### src/rtl/regfile_wb_arbiter_if.sv
// Writeback bus between two requesters, the arbiter and the register-file write port.
// The slave modport is the arbiter's view; master is the view of whoever drives the requests.
interface regfile_wb_arbiter_if #(
    parameter int unsigned DATA_W = 32,
    parameter int unsigned ADDR_W = 5,
    parameter int unsigned CNT_W  = 16
) ();
    logic              a_valid;
    logic [ADDR_W-1:0] a_reg;
    logic [DATA_W-1:0] a_data;
    logic              a_ready;
    logic              b_valid;
    logic [ADDR_W-1:0] b_reg;
    logic [DATA_W-1:0] b_data;
    logic              b_ready;
    logic              wr_en;
    logic [ADDR_W-1:0] wr_reg;
    logic [DATA_W-1:0] wr_data;
    logic [CNT_W-1:0]  conflict_cnt;

    modport master (
        output a_valid, a_reg, a_data, b_valid, b_reg, b_data,
        input  a_ready, b_ready, wr_en, wr_reg, wr_data, conflict_cnt
    );

    modport slave (
        input  a_valid, a_reg, a_data, b_valid, b_reg, b_data,
        output a_ready, b_ready, wr_en, wr_reg, wr_data, conflict_cnt
    );
endinterface

### src/rtl/regfile_wb_arbiter.sv
// Arbitrates the single register-file write port between the ALU/load path (A) and the
// mult/div unit (B); the write port is registered, so a grant commits one cycle later.
module regfile_wb_arbiter #(
    parameter int unsigned DATA_W     = 32,
    parameter int unsigned ADDR_W     = 5,
    parameter int unsigned FIXED_PRIO = 0,
    parameter int unsigned CNT_W      = 16
) (
    input logic                 clk,
    input logic                 rst_n,
    regfile_wb_arbiter_if.slave bus
);
    localparam bit FixedPrio = (FIXED_PRIO != 0);

    logic              last_b_q;
    logic              grant_a;
    logic              grant_b;
    logic              contend;
    logic              wr_en_q;
    logic [ADDR_W-1:0] wr_reg_q;
    logic [DATA_W-1:0] wr_data_q;
    logic [CNT_W-1:0]  cnt_q;

    // A wins a contention unless round-robin says it went last; readys are gated by reset.
    always_comb begin
        contend = bus.a_valid && bus.b_valid;
        grant_a = rst_n && bus.a_valid && (!bus.b_valid || FixedPrio || last_b_q);
        grant_b = rst_n && bus.b_valid && !(bus.a_valid && (FixedPrio || last_b_q));
    end

    always_ff @(posedge clk) begin
        if (!rst_n) begin
            last_b_q  <= 1'b1;
            wr_en_q   <= 1'b0;
            wr_reg_q  <= '0;
            wr_data_q <= '0;
            cnt_q     <= '0;
        end else begin
            if (grant_a) begin
                last_b_q  <= 1'b0;
                wr_en_q   <= (bus.a_reg != '0);
                wr_reg_q  <= bus.a_reg;
                wr_data_q <= bus.a_data;
            end else if (grant_b) begin
                last_b_q  <= 1'b1;
                wr_en_q   <= (bus.b_reg != '0);
                wr_reg_q  <= bus.b_reg;
                wr_data_q <= bus.b_data;
            end else begin
                wr_en_q <= 1'b0;
            end
            if (contend && (cnt_q != '1)) begin
                cnt_q <= cnt_q + CNT_W'(1);
            end
        end
    end

    assign bus.a_ready      = grant_a;
    assign bus.b_ready      = grant_b;
    assign bus.wr_en        = wr_en_q;
    assign bus.wr_reg       = wr_reg_q;
    assign bus.wr_data      = wr_data_q;
    assign bus.conflict_cnt = cnt_q;
endmodule

### src/flat_wrapper.sv
// flat-port wrapper written by rule: the top's interface ports become plain ports
module regfile_wb_arbiter_flat 
#(
    parameter int unsigned DATA_W     = 32,
    parameter int unsigned ADDR_W     = 5,
    parameter int unsigned FIXED_PRIO = 0,
    parameter int unsigned CNT_W      = 16
)
  (clk, rst_n, bus_a_valid, bus_a_reg, bus_a_data, bus_b_valid, bus_b_reg, bus_b_data, bus_a_ready, bus_b_ready, bus_wr_en, bus_wr_reg, bus_wr_data, bus_conflict_cnt);
  regfile_wb_arbiter_if #(.DATA_W(DATA_W), .ADDR_W(ADDR_W), .CNT_W(CNT_W)) bus_i ();
  input logic clk;
  input logic rst_n;
  input wire logic [$bits(bus_i.a_valid)-1:0] bus_a_valid;
  input wire logic [$bits(bus_i.a_reg)-1:0] bus_a_reg;
  input wire logic [$bits(bus_i.a_data)-1:0] bus_a_data;
  input wire logic [$bits(bus_i.b_valid)-1:0] bus_b_valid;
  input wire logic [$bits(bus_i.b_reg)-1:0] bus_b_reg;
  input wire logic [$bits(bus_i.b_data)-1:0] bus_b_data;
  output wire logic [$bits(bus_i.a_ready)-1:0] bus_a_ready;
  output wire logic [$bits(bus_i.b_ready)-1:0] bus_b_ready;
  output wire logic [$bits(bus_i.wr_en)-1:0] bus_wr_en;
  output wire logic [$bits(bus_i.wr_reg)-1:0] bus_wr_reg;
  output wire logic [$bits(bus_i.wr_data)-1:0] bus_wr_data;
  output wire logic [$bits(bus_i.conflict_cnt)-1:0] bus_conflict_cnt;
  assign bus_i.a_valid = bus_a_valid;
  assign bus_i.a_reg = bus_a_reg;
  assign bus_i.a_data = bus_a_data;
  assign bus_i.b_valid = bus_b_valid;
  assign bus_i.b_reg = bus_b_reg;
  assign bus_i.b_data = bus_b_data;
  assign bus_a_ready = bus_i.a_ready;
  assign bus_b_ready = bus_i.b_ready;
  assign bus_wr_en = bus_i.wr_en;
  assign bus_wr_reg = bus_i.wr_reg;
  assign bus_wr_data = bus_i.wr_data;
  assign bus_conflict_cnt = bus_i.conflict_cnt;
  regfile_wb_arbiter #(.DATA_W(DATA_W), .ADDR_W(ADDR_W), .FIXED_PRIO(FIXED_PRIO), .CNT_W(CNT_W)) u_core (.clk(clk), .rst_n(rst_n), .bus(bus_i));
endmodule
### config.mk
export PLATFORM = sky130hd
export DESIGN_NAME = regfile_wb_arbiter_flat
export DESIGN_NICKNAME = d
export VERILOG_FILES = /design/src/rtl/regfile_wb_arbiter_if.sv /design/src/rtl/regfile_wb_arbiter.sv /design/src/flat_wrapper.sv
export SDC_FILE = /design/constraint.sdc
export NUM_CORES = 1
export LEC_CHECK = 0
export ABC_AREA = 1
export CAP_MARGIN = 20
export CORE_UTILIZATION = 43
export CTS_BUF_LIST = sky130_fd_sc_hd__clkbuf_4
export DETAILED_ROUTE_END_ITERATION = 8
export GPL_TIMING_DRIVEN = 0
export PLACE_DENSITY = 0.79
export SLEW_MARGIN = 20
export SYNTH_ARGS = -nofsm -noshare
export SYNTH_HDL_FRONTEND = slang
export SYNTH_SLANG_ARGS = --single-unit
### constraint.sdc
create_clock -name clk -period 1.5 [get_ports clk]
set_input_delay 0.3 -clock clk [delete_from_list [all_inputs] [get_ports clk]]
set_output_delay 0.3 -clock clk [all_outputs]
set_load 0.03 [all_outputs]
Yosys cells after proc, flatten, opt, wreduce, memory -nomap -nowiden:

Cells that the tools add are included.

* register bits: 55
* output and inout port bits: 56

* add/sub/neg operators: 1
* eq/ne operators: 1
* multiplexer cells: 8
* reduce and logical (&&, ||, !) cells: 13

Operator list (count)
* $mux 32: 2
* $add 16x1->16 const B: 1
* $ne 16x16->1 const B: 1
* $mux 5: 2
* $reduce_bool 5->1: 2
* $logic_and 1x1->1: 7
* $mux 1: 4
* $logic_not 1->1: 2
* $reduce_bool 2->1: 1
* $logic_or 1x1->1: 1

Depth between registers and ports, before layout:

* word-level depth: 5
* mapped depth: 10

Worst setup path after synthesis:

OpenSTA, ideal clock, no wires.

* path type: register to register
* from: register u_core.cnt_q[0] (netlist: u_core.bus.conflict_cnt[0])
* to: register u_core.cnt_q[2] (netlist: u_core.bus.conflict_cnt[2])
* setup time: 0.116 ns
* data arrival time: 1.526 ns
* required time: 1.384 ns
* slack: -0.142 ns
* cell stages (with the launch flop): 8
* clock period less this slack: 1.642 ns
* path through: dfxtp_1 -> ha_1 -> nand3_2 -> nor2_4 -> nand3_4 -> buf_6 -> a21oi_1 -> nor2_1

* longest elaborated chain between the ends: 2

RTL lines
* start, declared: RTL line regfile_wb_arbiter.sv:22 `logic [CNT_W-1:0] cnt_q;`
* start signal, assigned: RTL line regfile_wb_arbiter.sv:53 `cnt_q <= cnt_q + CNT_W'(1);`
* branches (longest 2 deep; another with $add 16x1->16)

Parallel ways; which one is timed is not known.
A chain may end at the register's enable or synchronous reset.

Worst setup path after layout:

* from: register u_core.last_b_q
* to: output bus_a_ready

* longest elaborated chain between the ends: 2

RTL lines
* start, declared: RTL line regfile_wb_arbiter.sv:15 `logic last_b_q;`
* start signal, assigned: RTL line regfile_wb_arbiter.sv:33 `last_b_q <= 1'b1;`
* start signal, assigned: RTL line regfile_wb_arbiter.sv:40 `last_b_q <= 1'b0;`
* start signal, assigned: RTL line regfile_wb_arbiter.sv:45 `last_b_q <= 1'b1;`
* $logic_or 1x1->1: RTL line regfile_wb_arbiter.sv:27 `grant_a = rst_n && bus.a_valid && (!bus.b_valid || FixedPrio || last_b_q);`
* $logic_and 1x1->1: RTL line regfile_wb_arbiter.sv:27
* end, declared: RTL line flat_wrapper.sv:19 `output wire logic [$bits(bus_i.a_ready)-1:0] bus_a_ready;`

No other way between the ends.

==> results.yml <==
logic_synthesis:
  avgSynthCellArea_um2: 6.51
  synthDominantCellAreaShare_pct: 38.0
  synth_ff_type: "dfxtp_1"
  ys_seq_area_share_pct: 38.0
  synth_top_area_cell: "dfxtp_1"
  synth_area_leaders: "dfxtp_1 (38%), nand2_1 (28%), a21oi_1 (7.1%)"
  yosys.cell_count.top_type: "nand2_1"
  syn_area_mm2: 0.00290
  ys_top_cells_by_count: "nand2_1 (213), dfxtp_1 (55), a21oi_1 (41), nor2_1 (36), inv_1 (18)"
  syn_nets: 524
  ys_types: 30
  synth-edff-count: 0
  async_flop_share_pct: 0
  synthCells: 445
  yosysWarnings: 0
  ys_seq_elements: 55
hold_path:
  min_path_type: "input port to flop"
  min_path_cells: 3
  hold_start: "rst_n"
  hold_end: "u_core.bus.conflict_cnt[1]$_SDFFE_PN0P_"
floorplan:
  die_area_mm2: 0.00707
  rows: 29
  num_io_pins: 134
  die_h_um: 84.1
  start_util_pct: 45.1
  die_x_um: 84.1
  core-area_mm2: 0.00642
finish:
  num_antenna_cells: 0
  fin_cells: 676
  nets: 677
  largest_reg_flops: 32
  final_util_pct: 69.2
  areaGrowthSynthToFinish_pct: 53.5
  drive_above_1_share_pct: 20.5
  fillers: 564
place:
  port_buffers: 132
  place.gp.congestion: 0.921
  place_inst: 654
  hpwl_um: 6650
clock_tree:
  h-tree-depth: 2
  clk_latency_ns: 0.40
  cts_hold_buffers: 0
  cts.clk_slew.worst_paths_ns: 0.17
  cts_tree: "yes"
  clk_path_buf_depth: 2
  cts-root-buf: "clkbuf_4"
  cts_made_buffers: 5
  clkSinkCount: 55
grt:
  grt_pass1_vias: 2973
  grt_pass1_wl_um: 14000
  grt_max_degree: 19
  antenna_found_initial: 0
  grt_usage_pct: 24.5
  grt-ovfl-total: 0
detailed_routing:
  drt-wirelength-per-cell_um: 13.1
  drtPass1Iterations: 7
  drc: 30
  wl_um: 8840
  vias: 3287
  vias_per_cell: 4.86
  ant_nets: 0
  drt_iter0_markers: 164
setup_path:
  reg2reg_slack_ns: 0.06
  cp.required_ns: 1.20
  r2r_end: "u_core.bus.conflict_cnt[0]$_SDFFE_PN0P_"
  reg2reg_depth: 8
  cp-end-kind: "output port"
  worst-path-max-fanout: 5
  worst-setup-path-type: "flop to output port"
  arrival_ns: 1.29
  r2r-start: "u_core.bus.conflict_cnt[0]$_SDFFE_PN0P_"
  start_kind: "flop"
pwr:
  peakVddDrop_mv: 0.494
  p_leak_nw: 1.94
  powerDensity_mw_per_mm2: 705
  p_total_w: 0.00313
sta:
  tightestPinTransition_ns: 0.449
  hold_violations: 0
  fin_crit_sh_pct: 106
  fin_worst_skew_ns: 0.0128
  min_period_ns: 1.59
  worst_slack_ns: -0.0907
  max_freq_mhz: 629
  drv_slew: 0
  rsz0062_at_grt: "yes"
  max_slew_margin_pct: 70.1
  setup-violations-final: 1
  finalSetupTns_ns: -0.0907
status:
  outcome: "finished with violations"
  failed_checks: "design-rule violations, negative setup slack"
run:
  maxCapViolations: 0
## how the worst max path moves through the flow
stage                                       startpoint                                       to  slack, ns
6_report                  u_core.last_b_q$_SDFFE_PN1P_                              bus_a_ready      -0.09
5_1_grt                   u_core.last_b_q$_SDFFE_PN1P_                              bus_a_ready      -0.16
4_1_cts                   u_core.last_b_q$_SDFFE_PN1P_                              bus_a_ready      -0.18
3_5_place_dp                               bus_a_valid                              bus_a_ready      -0.83
3_3_place_gp                               bus_a_valid                              bus_a_ready      -0.82
2_1_floorplan  u_core.bus.conflict_cnt[9]$_SDFFE_PN0P_  u_core.bus.conflict_cnt[1]$_SDFFE_PN0P_       0.01
## final cells by class
type | count | area, um^2 | share of cell area [%]
Buffer | 21 | 151 | 3.41
Inverter | 20 | 77.6 | 1.75
Sequential cell | 55 | 1130 | 25.4
Clock buffer | 5 | 37.5 | 0.844
Timing Repair Buffer | 146 | 1320 | 29.6
Tap cell | 77 | 96.3 | 2.17
Multi-Input combinational cell | 349 | 1610 | 36.3
Clock inverter | 3 | 23.8 | 0.535
## per-stage QoR
stage / hold slack (ns) / cell area [um^2] / setup slack [ns]
after floorplan: 0.429 / 2910 / 0.0105
after global placement: 0.451 / 4320 / -0.818
after CTS: 0.188 / 4370 / -0.185
after global routing: 0.178 / 4450 / -0.159
after detailed placement: 0.453 / 4320 / -0.830
final: 0.192 / 4450 / -0.0907
## repair_timing
action                                  in CTS  in global routing
gates cloned                                 0                  0
gates resized for setup                    106                 77
pin swaps                                    1                  3
endpoints found under the setup margin      64                 73
setup buffers                                1                 13
## layer usage
metal / wire length [um] / up-vias / part of all wire [%] / track usage (%)
met1: 3790 / 1451 / 43 / 30.9
met3: 708 / 10 / 8.0 / 5.84
met4: 102 / 0 / 1.2 / 5.96
met2: 4250 / 125 / 48 / 42.0
li1: - / 1701 / - / -
met5: 0 / - / 0 / 0
## report_power, final
group          switching, W  internal (W)
Clock              0.000506      0.000192
Combinational      0.000462      0.000397
Sequential        0.0000420       0.00153
## cell usage in the layout (no fill, tap or decap), drive strengths merged
cell type	n
a21oi	43
a31oi	4
and2	1
buf	35
clkbuf	30
clkdlybuf4s15	24
clkdlybuf4s18	1
clkdlybuf4s50	74
clkinv	1
clkinvlp	1
dfxtp	55
dlygate4sd2	8
ha	1
inv	21
nand2	217
nand3	17
nand3b	1
nand4	3
nor2	46
nor3	5
nor3b	2
nor4	1
o211ai	1
o21ai	6
o21bai	1
## kinds of logic (layout without fill, tap and decap cells)
| family | after synthesis | in the layout | share of synthesized area [%] |
|---|---|---|---|
| and+or+nand+nor | 293 | 293 | 43.9 |
| AOI/OAI and AO/OA | 55 | 55 | 10.1 |
| adders and majority gates | 1 | 1 | 0.432 |
| DFF | 55 | 55 | 38.0 |
| buffers and inverters | 41 | 195 | 7.56 |
## critical path: stages (launching register included)
cell and delay (ns):
dfxtp_2 0.37, inv_2 0.05, nand2_4 0.06, nand3_4 0.09, inv_2 0.09, buf_6 0.11, buf_6 0.12
No activity file was read; power rests on OpenSTA's default activity.
